File: config.mk
export PLATFORM = sky130hd
export DESIGN_NAME = sdram_init_ctrl
export DESIGN_NICKNAME = d
export VERILOG_FILES = /design/src/rtl/sdram_pkg.sv /design/src/rtl/sdram_init_ctrl.sv
export SDC_FILE = /design/constraint.sdc
export NUM_CORES = 1
export LEC_CHECK = 0
export ABC_AREA = 1
export CORE_AREA = 2 2 55 63
export CTS_BUF_LIST = sky130_fd_sc_hd__clkbuf_8 sky130_fd_sc_hd__clkbuf_16
export CTS_CLUSTER_DIAMETER = 100
export DETAILED_ROUTE_END_ITERATION = 7
export DIE_AREA = 0 0 57 65
export DONT_BUFFER_PORTS = 1
export GPL_TIMING_DRIVEN = 1
export PLACE_DENSITY_LB_ADDON = 0.05
export SKIP_CTS_REPAIR_TIMING = 1
export SYNTH_ARGS = -nofsm -noshare
export SYNTH_HDL_FRONTEND = slang
export SYNTH_SLANG_ARGS = --single-unit
File: constraint.sdc
create_clock -name clk -period 2.15 [get_ports clk]
set_input_delay 0.5375 -clock clk [delete_from_list [all_inputs] [get_ports clk]]
set_output_delay 0.5375 -clock clk [all_outputs]
set_load 0.05 [all_outputs]
File: src/rtl/sdram_pkg.sv
// rtl/sdram_pkg.sv - shared SDRAM command encodings, init state enum and mode-register helpers
package sdram_pkg;

  // {cs_n, ras_n, cas_n, we_n}
  localparam logic [3:0] CMD_NOP  = 4'b0111;
  localparam logic [3:0] CMD_PRE  = 4'b0010;
  localparam logic [3:0] CMD_AREF = 4'b0001;
  localparam logic [3:0] CMD_LMR  = 4'b0000;

  typedef enum logic [2:0] {
    ST_WAIT, ST_PRE, ST_TRP, ST_AREF, ST_TRFC, ST_MRS, ST_TMRD, ST_DONE
  } init_state_t;

  localparam logic [2:0] BL_1    = 3'b000;
  localparam logic [2:0] BL_2    = 3'b001;
  localparam logic [2:0] BL_4    = 3'b010;
  localparam logic [2:0] BL_8    = 3'b011;
  localparam logic [2:0] BL_PAGE = 3'b111;

  // {reserved, write-burst mode, op mode, CAS latency, burst type, burst length}
  function automatic logic [12:0] mode_word(input logic [2:0] cas, input logic bt,
                                            input logic [2:0] bl);
    return {3'b000, 1'b0, 2'b00, cas, bt, bl};
  endfunction

endpackage

File: src/rtl/sdram_init_ctrl.sv
// rtl/sdram_init_ctrl.sv - SDRAM power-up sequencer: wait, PRECHARGE ALL, N x AUTO REFRESH, LOAD MODE
module sdram_init_ctrl
  import sdram_pkg::*;
#(
  parameter int          INIT_WAIT_CYC = 20000,
  parameter int          TRP_CYC       = 2,
  parameter int          TRFC_CYC      = 7,
  parameter int          TMRD_CYC      = 2,
  parameter int          REFRESH_NUM   = 8,
  parameter logic [12:0] MODE_REG      = 13'h037
) (
  input  logic        clk,
  input  logic        rst_n,
  output logic        init_cke,
  output logic [3:0]  init_cmd,
  output logic [1:0]  init_ba,
  output logic [12:0] init_addr,
  output logic        init_done
);

  localparam int MAX_A = (INIT_WAIT_CYC > TRP_CYC)  ? INIT_WAIT_CYC : TRP_CYC;
  localparam int MAX_B = (TRFC_CYC > TMRD_CYC)      ? TRFC_CYC      : TMRD_CYC;
  localparam int MAX_T = (MAX_A > MAX_B)            ? MAX_A         : MAX_B;
  localparam int CW    = $clog2(MAX_T) + 1;
  localparam int RW    = $clog2(REFRESH_NUM + 1);

  localparam logic [CW-1:0] WAIT_C = CW'(INIT_WAIT_CYC);
  localparam logic [CW-1:0] TRP_C  = CW'(TRP_CYC);
  localparam logic [CW-1:0] TRFC_C = CW'(TRFC_CYC);
  localparam logic [CW-1:0] TMRD_C = CW'(TMRD_CYC);
  localparam logic [RW-1:0] REF_C  = RW'(REFRESH_NUM);

  init_state_t   state, state_nxt;
  logic [CW-1:0] cnt, cnt_nxt;
  logic [RW-1:0] ref_cnt, ref_nxt;
  logic [3:0]    cmd_nxt;
  logic [12:0]   addr_nxt;

  // cnt holds cycles elapsed since the last issued command (1 in the issue cycle),
  // so the next command fires once cnt reaches T; with T=1 the gap state is skipped.
  always_comb begin
    state_nxt = state;
    cnt_nxt   = cnt;
    ref_nxt   = ref_cnt;
    unique case (state)
      ST_WAIT: begin
        if (cnt >= WAIT_C) begin
          state_nxt = ST_PRE;
          cnt_nxt   = CW'(1);
        end else begin
          cnt_nxt = cnt + CW'(1);
        end
      end
      ST_PRE, ST_TRP: begin
        if (cnt >= TRP_C) begin
          state_nxt = ST_AREF;
          cnt_nxt   = CW'(1);
          ref_nxt   = ref_cnt + RW'(1);
        end else begin
          state_nxt = ST_TRP;
          cnt_nxt   = cnt + CW'(1);
        end
      end
      ST_AREF, ST_TRFC: begin
        if (cnt >= TRFC_C) begin
          cnt_nxt = CW'(1);
          if (ref_cnt < REF_C) begin
            state_nxt = ST_AREF;
            ref_nxt   = ref_cnt + RW'(1);
          end else begin
            state_nxt = ST_MRS;
          end
        end else begin
          state_nxt = ST_TRFC;
          cnt_nxt   = cnt + CW'(1);
        end
      end
      ST_MRS, ST_TMRD: begin
        if (cnt >= TMRD_C) begin
          state_nxt = ST_DONE;
          cnt_nxt   = '0;
        end else begin
          state_nxt = ST_TMRD;
          cnt_nxt   = cnt + CW'(1);
        end
      end
      default: state_nxt = ST_DONE;
    endcase
  end

  // Outputs are decoded from the next state so the registered command lines up with the state.
  always_comb begin
    cmd_nxt  = CMD_NOP;
    addr_nxt = '0;
    unique case (state_nxt)
      ST_PRE: begin
        cmd_nxt  = CMD_PRE;
        addr_nxt = 13'h0400;
      end
      ST_AREF: cmd_nxt = CMD_AREF;
      ST_MRS: begin
        cmd_nxt  = CMD_LMR;
        addr_nxt = MODE_REG;
      end
      default: ;
    endcase
  end

  always_ff @(posedge clk or negedge rst_n) begin
    if (!rst_n) begin
      state     <= ST_WAIT;
      cnt       <= '0;
      ref_cnt   <= '0;
      init_cke  <= 1'b0;
      init_cmd  <= CMD_NOP;
      init_ba   <= 2'b00;
      init_addr <= '0;
      init_done <= 1'b0;
    end else begin
      state     <= state_nxt;
      cnt       <= cnt_nxt;
      ref_cnt   <= ref_nxt;
      init_cke  <= 1'b1;
      init_cmd  <= cmd_nxt;
      init_ba   <= 2'b00;
      init_addr <= addr_nxt;
      init_done <= (state_nxt == ST_DONE);
    end
  end

endmodule
After elaboration in Yosys (flattened, before gate mapping):

Cells that the tools add are included.

* bits in latches: 0
* memory bits (read-only): 0
* output and inout port bits: 21
* register bits: 42
* input port bits: 2
* memories: 0
* memory bits (writable): 0

* equal/unequal tests: 13
* bitwise logic cells: 0
* mux-type cells: 17
* add/sub/neg operators: 2
* order comparisons: 4
* multiply operators: 0
* divide/modulo/power cells: 0
* reductions and logical operators: 7
* shifts and indexed selects: 0

Operators with widths (number)
* 16-bit two-way mux: 4
* 16-bit case mux with 4 select lines: 1
* 11-bit case mux with 2 select lines: 1
* 16-bit by 1-bit adder with 16-bit output, second input constant: 1
* 16-bit by 15-bit >= comparator with 1-bit output, second input constant: 1
* 16-bit by 2-bit >= comparator with 1-bit output, second input constant: 1
* 16-bit by 3-bit >= comparator with 1-bit output, second input constant: 1
* 3-bit equality test, second input constant: 5
* 4-bit two-way mux: 3
* 3-bit case mux with 4 select lines: 1
* 3-bit by 2-bit equality test with 1-bit output, second input constant: 3
* 3-bit two-way mux: 3
* 3-bit case mux with 3 select lines: 1
* 4-bit case mux with 2 select lines: 1
* 3-bit by 1-bit equality test with 1-bit output, second input constant: 2
* 2-bit != test, second input constant: 3
* 2-bit OR reduction: 3
* 4-bit by 1-bit adder with 4-bit output, second input constant: 1
* 4-bit less-than comparator, second input constant: 1
* 4-bit AND reduction: 1
* 4-bit nonzero test: 1
* 3-bit zero test: 1
* 1-bit two-way mux: 2
* 2-bit nonzero test: 1

Longest topological paths before layout:

* depth in word-level cells: 6
* depth in mapped cells: 11
* mapped depth without buffers: 11

Worst setup path before layout:

Ideal clock, no wire load.

* path type: register -> register
* start point: reg cnt[0]
* end point: reg cnt[14]
* path slack: 634 ps
* cell stages (with the launch flop): 10
* data arrival time: 1445 ps
* buffers on the path: 1
* path through: dfrtp_1 > ha_1 > nand2_1 > nand2_1 > nor2_1 > nand2_2 > nand2_4 > nand3_4 > buf_6 > nor2_1

* cells in the longest elaborated chain, start to end: 3

RTL lines
* start: declaration: line sdram_init_ctrl.sv:34 `logic [CW-1:0] cnt, cnt_nxt;`
* start signal: assignment: line sdram_init_ctrl.sv:121 `cnt <= cnt_nxt;`
* 16-bit by 1-bit adder with 16-bit output (tied with other cells)
* 16-bit two-way mux (on tied branches)
* 16-bit case mux with 4 select lines (*): line sdram_init_ctrl.sv:45 `unique case (state)`

Mark *: on every way between the ends. The rest lies on a longest branch, timed or not.
A chain may end at the register's enable or synchronous reset.

Final worst setup path:

* start point: reg cnt[0]
* end point: reg cnt[10]

Same word-level chain as after synthesis.

==> summary.txt <==
STA
  – Count of final setup violators: 0
  – Max-slew violation count: 0
  – Clock Skews: slightly below 0.008 ns
  – Final Critical Period: approximately 1.7 ns
  – Unrepaired setup endpoints after global routing: no
  – Fmax: about 0.57 GHz
  – Final hold vios: 0
  – Tcrit/Tclk final: 0.812
  – Final total negative setup slack: 0 ns

Clocking
  – Inserted Clock Buffers: 5
  – Maximum clock path buffer count: 2
  – CTS tree: done
  – Root Driver: clkbuf_8
  – CTS Sinks: 30
  – H-tree lvl count: 2
  – Skew-Pair Late Insertion Delay: roughly 0.29 ns
  – Worst-path clk slew: roughly 0.070 ns

Placed design
  – Final Wtd Congestion: 0.833
  – IO buf count: 0
  – Placed cell area: around 0.0018 mm2
  – Placed Cells: 260
  – Post-DP HPWL: around 2.4 mm

Run status
  – Status: complete, no violations

Power
  – Leak: between 1 and 1.5 nW
  – Sw frac: 0.202
  – Part of the power in registers: 0.427
  – Clock power share: 0.534
  – Pwr/cell area: between 600 and 700 mW/mm2
  – Int Pwr: 0.00106 W
  – Sw Pwr: between 0.0002 and 0.0003 W
  – Comb pwr share: 0.039
  – Worst IR drop on VDD: about 0.00065 V

Final layout
  – Layout cells sized above 1: 0.197
  – Final Instance Area: between 0.0015 and 0.002 mm2
  – Commonest non-fill, non-tap cell in the layout: nand2_1
  – Area Overhead vs Synth: 7.97%
  – Antenna Cells: 0
  – Nets: about 240
  – Layout Cells excl Fill: roughly 270
  – Most frequent cells in the layout: nand2_1 (52), nor2_1 (31), inv_1 (27), dfrtp_1 (26), conb_1 (11)

Floorplanning
  – I/O pins: 23
  – Standard-cell rows: 22
  – Die width: between 50 and 60 um
  – Core Box Area: between 0.003 and 0.004 mm2
  – Initial core utilization: 0.585
  – Height of the chip: 65 um
  – Die area: 0.00371 mm2

Detailed routing
  – Wirelength per Cell: 12.0 um
  – WL final: between 3 and 4 mm
  – Routed vias: between 1k and 1.5k
  – Initial drt markers: 44
  – Drt pass-1 iters: 4
  – Vias per cell: a little under 5
  – DRC: 0
  – Post-DRT Antenna Nets: 0

GRT
  – Vias in the first global route: approximately 1.3k
  – Met3 Use GR: 0.0659
  – Overall routing resource usage: 0.200
  – GR Util met2: 0.348
  – Global-route wire length before repair: about 5.6 mm
  – Initial antenna violation count: 0
  – Largest net degree at the start of global routing: 31
  – Most Crowded Layer GR: met2
  – Met1 usage: 0.229
  – Grt ovf: 0

Setup path
  – Required @ worst endpoint: around 2.4 ns
  – Most used cell, CP: nand2_1
  – R2r setup slk: around 0.4 ns
  – Endpoint class of the critical path: flop
  – Slowest cell on the critical path: dfrtp_1
  – CP Class: flop to flop
  – Crit-path cells: ha_1 -> nand2_1 -> nand2_1 -> nor2_1 -> nand2_2 -> nand2_4 -> nand3_4 -> nor3b_1
  – Crit path largest cell delay: 0.46 ns
  – Critical path peak fanout: 17
  – CP startpoint kind: flop
  – Arr. time, crit path: 1.95 ns

Flow run
  – MaxCap Viol Count: 0

Synthesis
  – Number of synthesized register bits: 30
  – Seq/Total Area, Yosys: 0.411
  – Post-Syn Area: roughly 0.0018 mm2
  – Synth Instances: approximately 230
  – Netlist cell types: 31
  – Mean area per synthesized cell: 8.02 um2
  – Synth warn: 0

Min path
  – Min-Delay Path Class: input pin to async pin
## area by class of cell
cell class,instances,area [um2]
clock buffers,6,82.6
clock inverters,2,60.1
well taps,36,45.0
inverters,32,120
multi-input cells,161,880
flip-flops and latches,30,756
fillers,281,1150
repair buffers,2,40.0
## through the flow
stage / utilization / worst slack [ns] / hold slack [ns] / total power [W]
global route: 0.632 / 0.202 / 0.0699 / 0.00137
finish: 0.632 / 0.405 / 0.0610 / 0.00133
floorplan: - / 0.634 / 0.242 / 0.000632
global placement: 0.580 / 0.463 / 0.243 / 0.000618
detailed placement: 0.580 / 0.402 / 0.243 / 0.000618
CTS: 0.626 / 0.386 / -0.0664 / 0.00133
## power by group through the flow
stage               clock network [W]  logic [W]  registers (W)
floorplan                           0  0.0000522       0.000580
global placement                    0  0.0000378       0.000580
detailed placement                  0  0.0000378       0.000580
CTS                          0.000726  0.0000378       0.000569
global route                 0.000743  0.0000557       0.000569
finish                       0.000712  0.0000514       0.000569
## flip-flops by register name, summed over array words and instances, names as in the netlist
register and flops:
state 3, init_cke 1, init_done 1, cnt 16, init_cmd 3, ref_cnt 4, init_addr 2
## synth_stat cells (all sizes together)
master  number  area (um2)
and3         1        6.26
a21boi       1        7.51
nand4        3        18.8
nor2        43         229
a21oi        4        23.8
inv         32         120
ha           3        37.5
o21ai        4        20.0
conb         2        7.51
dfstp        3        78.8
nor3         6        35.0
nand2       62         273
nor4         1        6.26
dfrtp       27         676
or2          1        6.26
nor3b        1        7.51
buf         15         116
xor2         7        61.3
xnor2        3        26.3
nand3       10        80.1
## worst paths after layout
path,start,end,cells after the start
max in group asynchronous,rst_n,init_addr[5],1
min in group clk,ref_cnt[2],ref_cnt[2],1
hold reg to reg,ref_cnt[2],ref_cnt[2],1
setup reg to reg,cnt[0],cnt[10],8
hold / removal,rst_n,cnt[12],1
setup / recovery,cnt[0],cnt[10],8
## worst max-delay path, delay by kind of cell, from the launching register on
kind,cells,cell delay [ns]
adder cells (fa/ha/maj),1,0.25
AND/OR/NAND/NOR,7,0.94
flip-flops,1,0.46
## metal layers
layer / vias to the layer above / wire length [um]
li1: 671 / -
met1: 636 / 1360
met2: 24 / 1680
met3: 7 / 129
met4: 0 / 66
met5: - / 0
## cells by family after synthesis
| logic type | after synthesis | share of synthesized area |
|---|---|---|
| and+or+nand+nor | 128 | 0.360 |
| buffers and inverters | 47 | 0.129 |
| other | 2 | 0.00409 |
| DFF | 30 | 0.411 |
| xor gates and xnor gates | 10 | 0.0477 |
| adders and majority gates | 3 | 0.0204 |
| AOI/OAI and AO/OA | 9 | 0.0279 |
(Power assumes the default switching activity.)
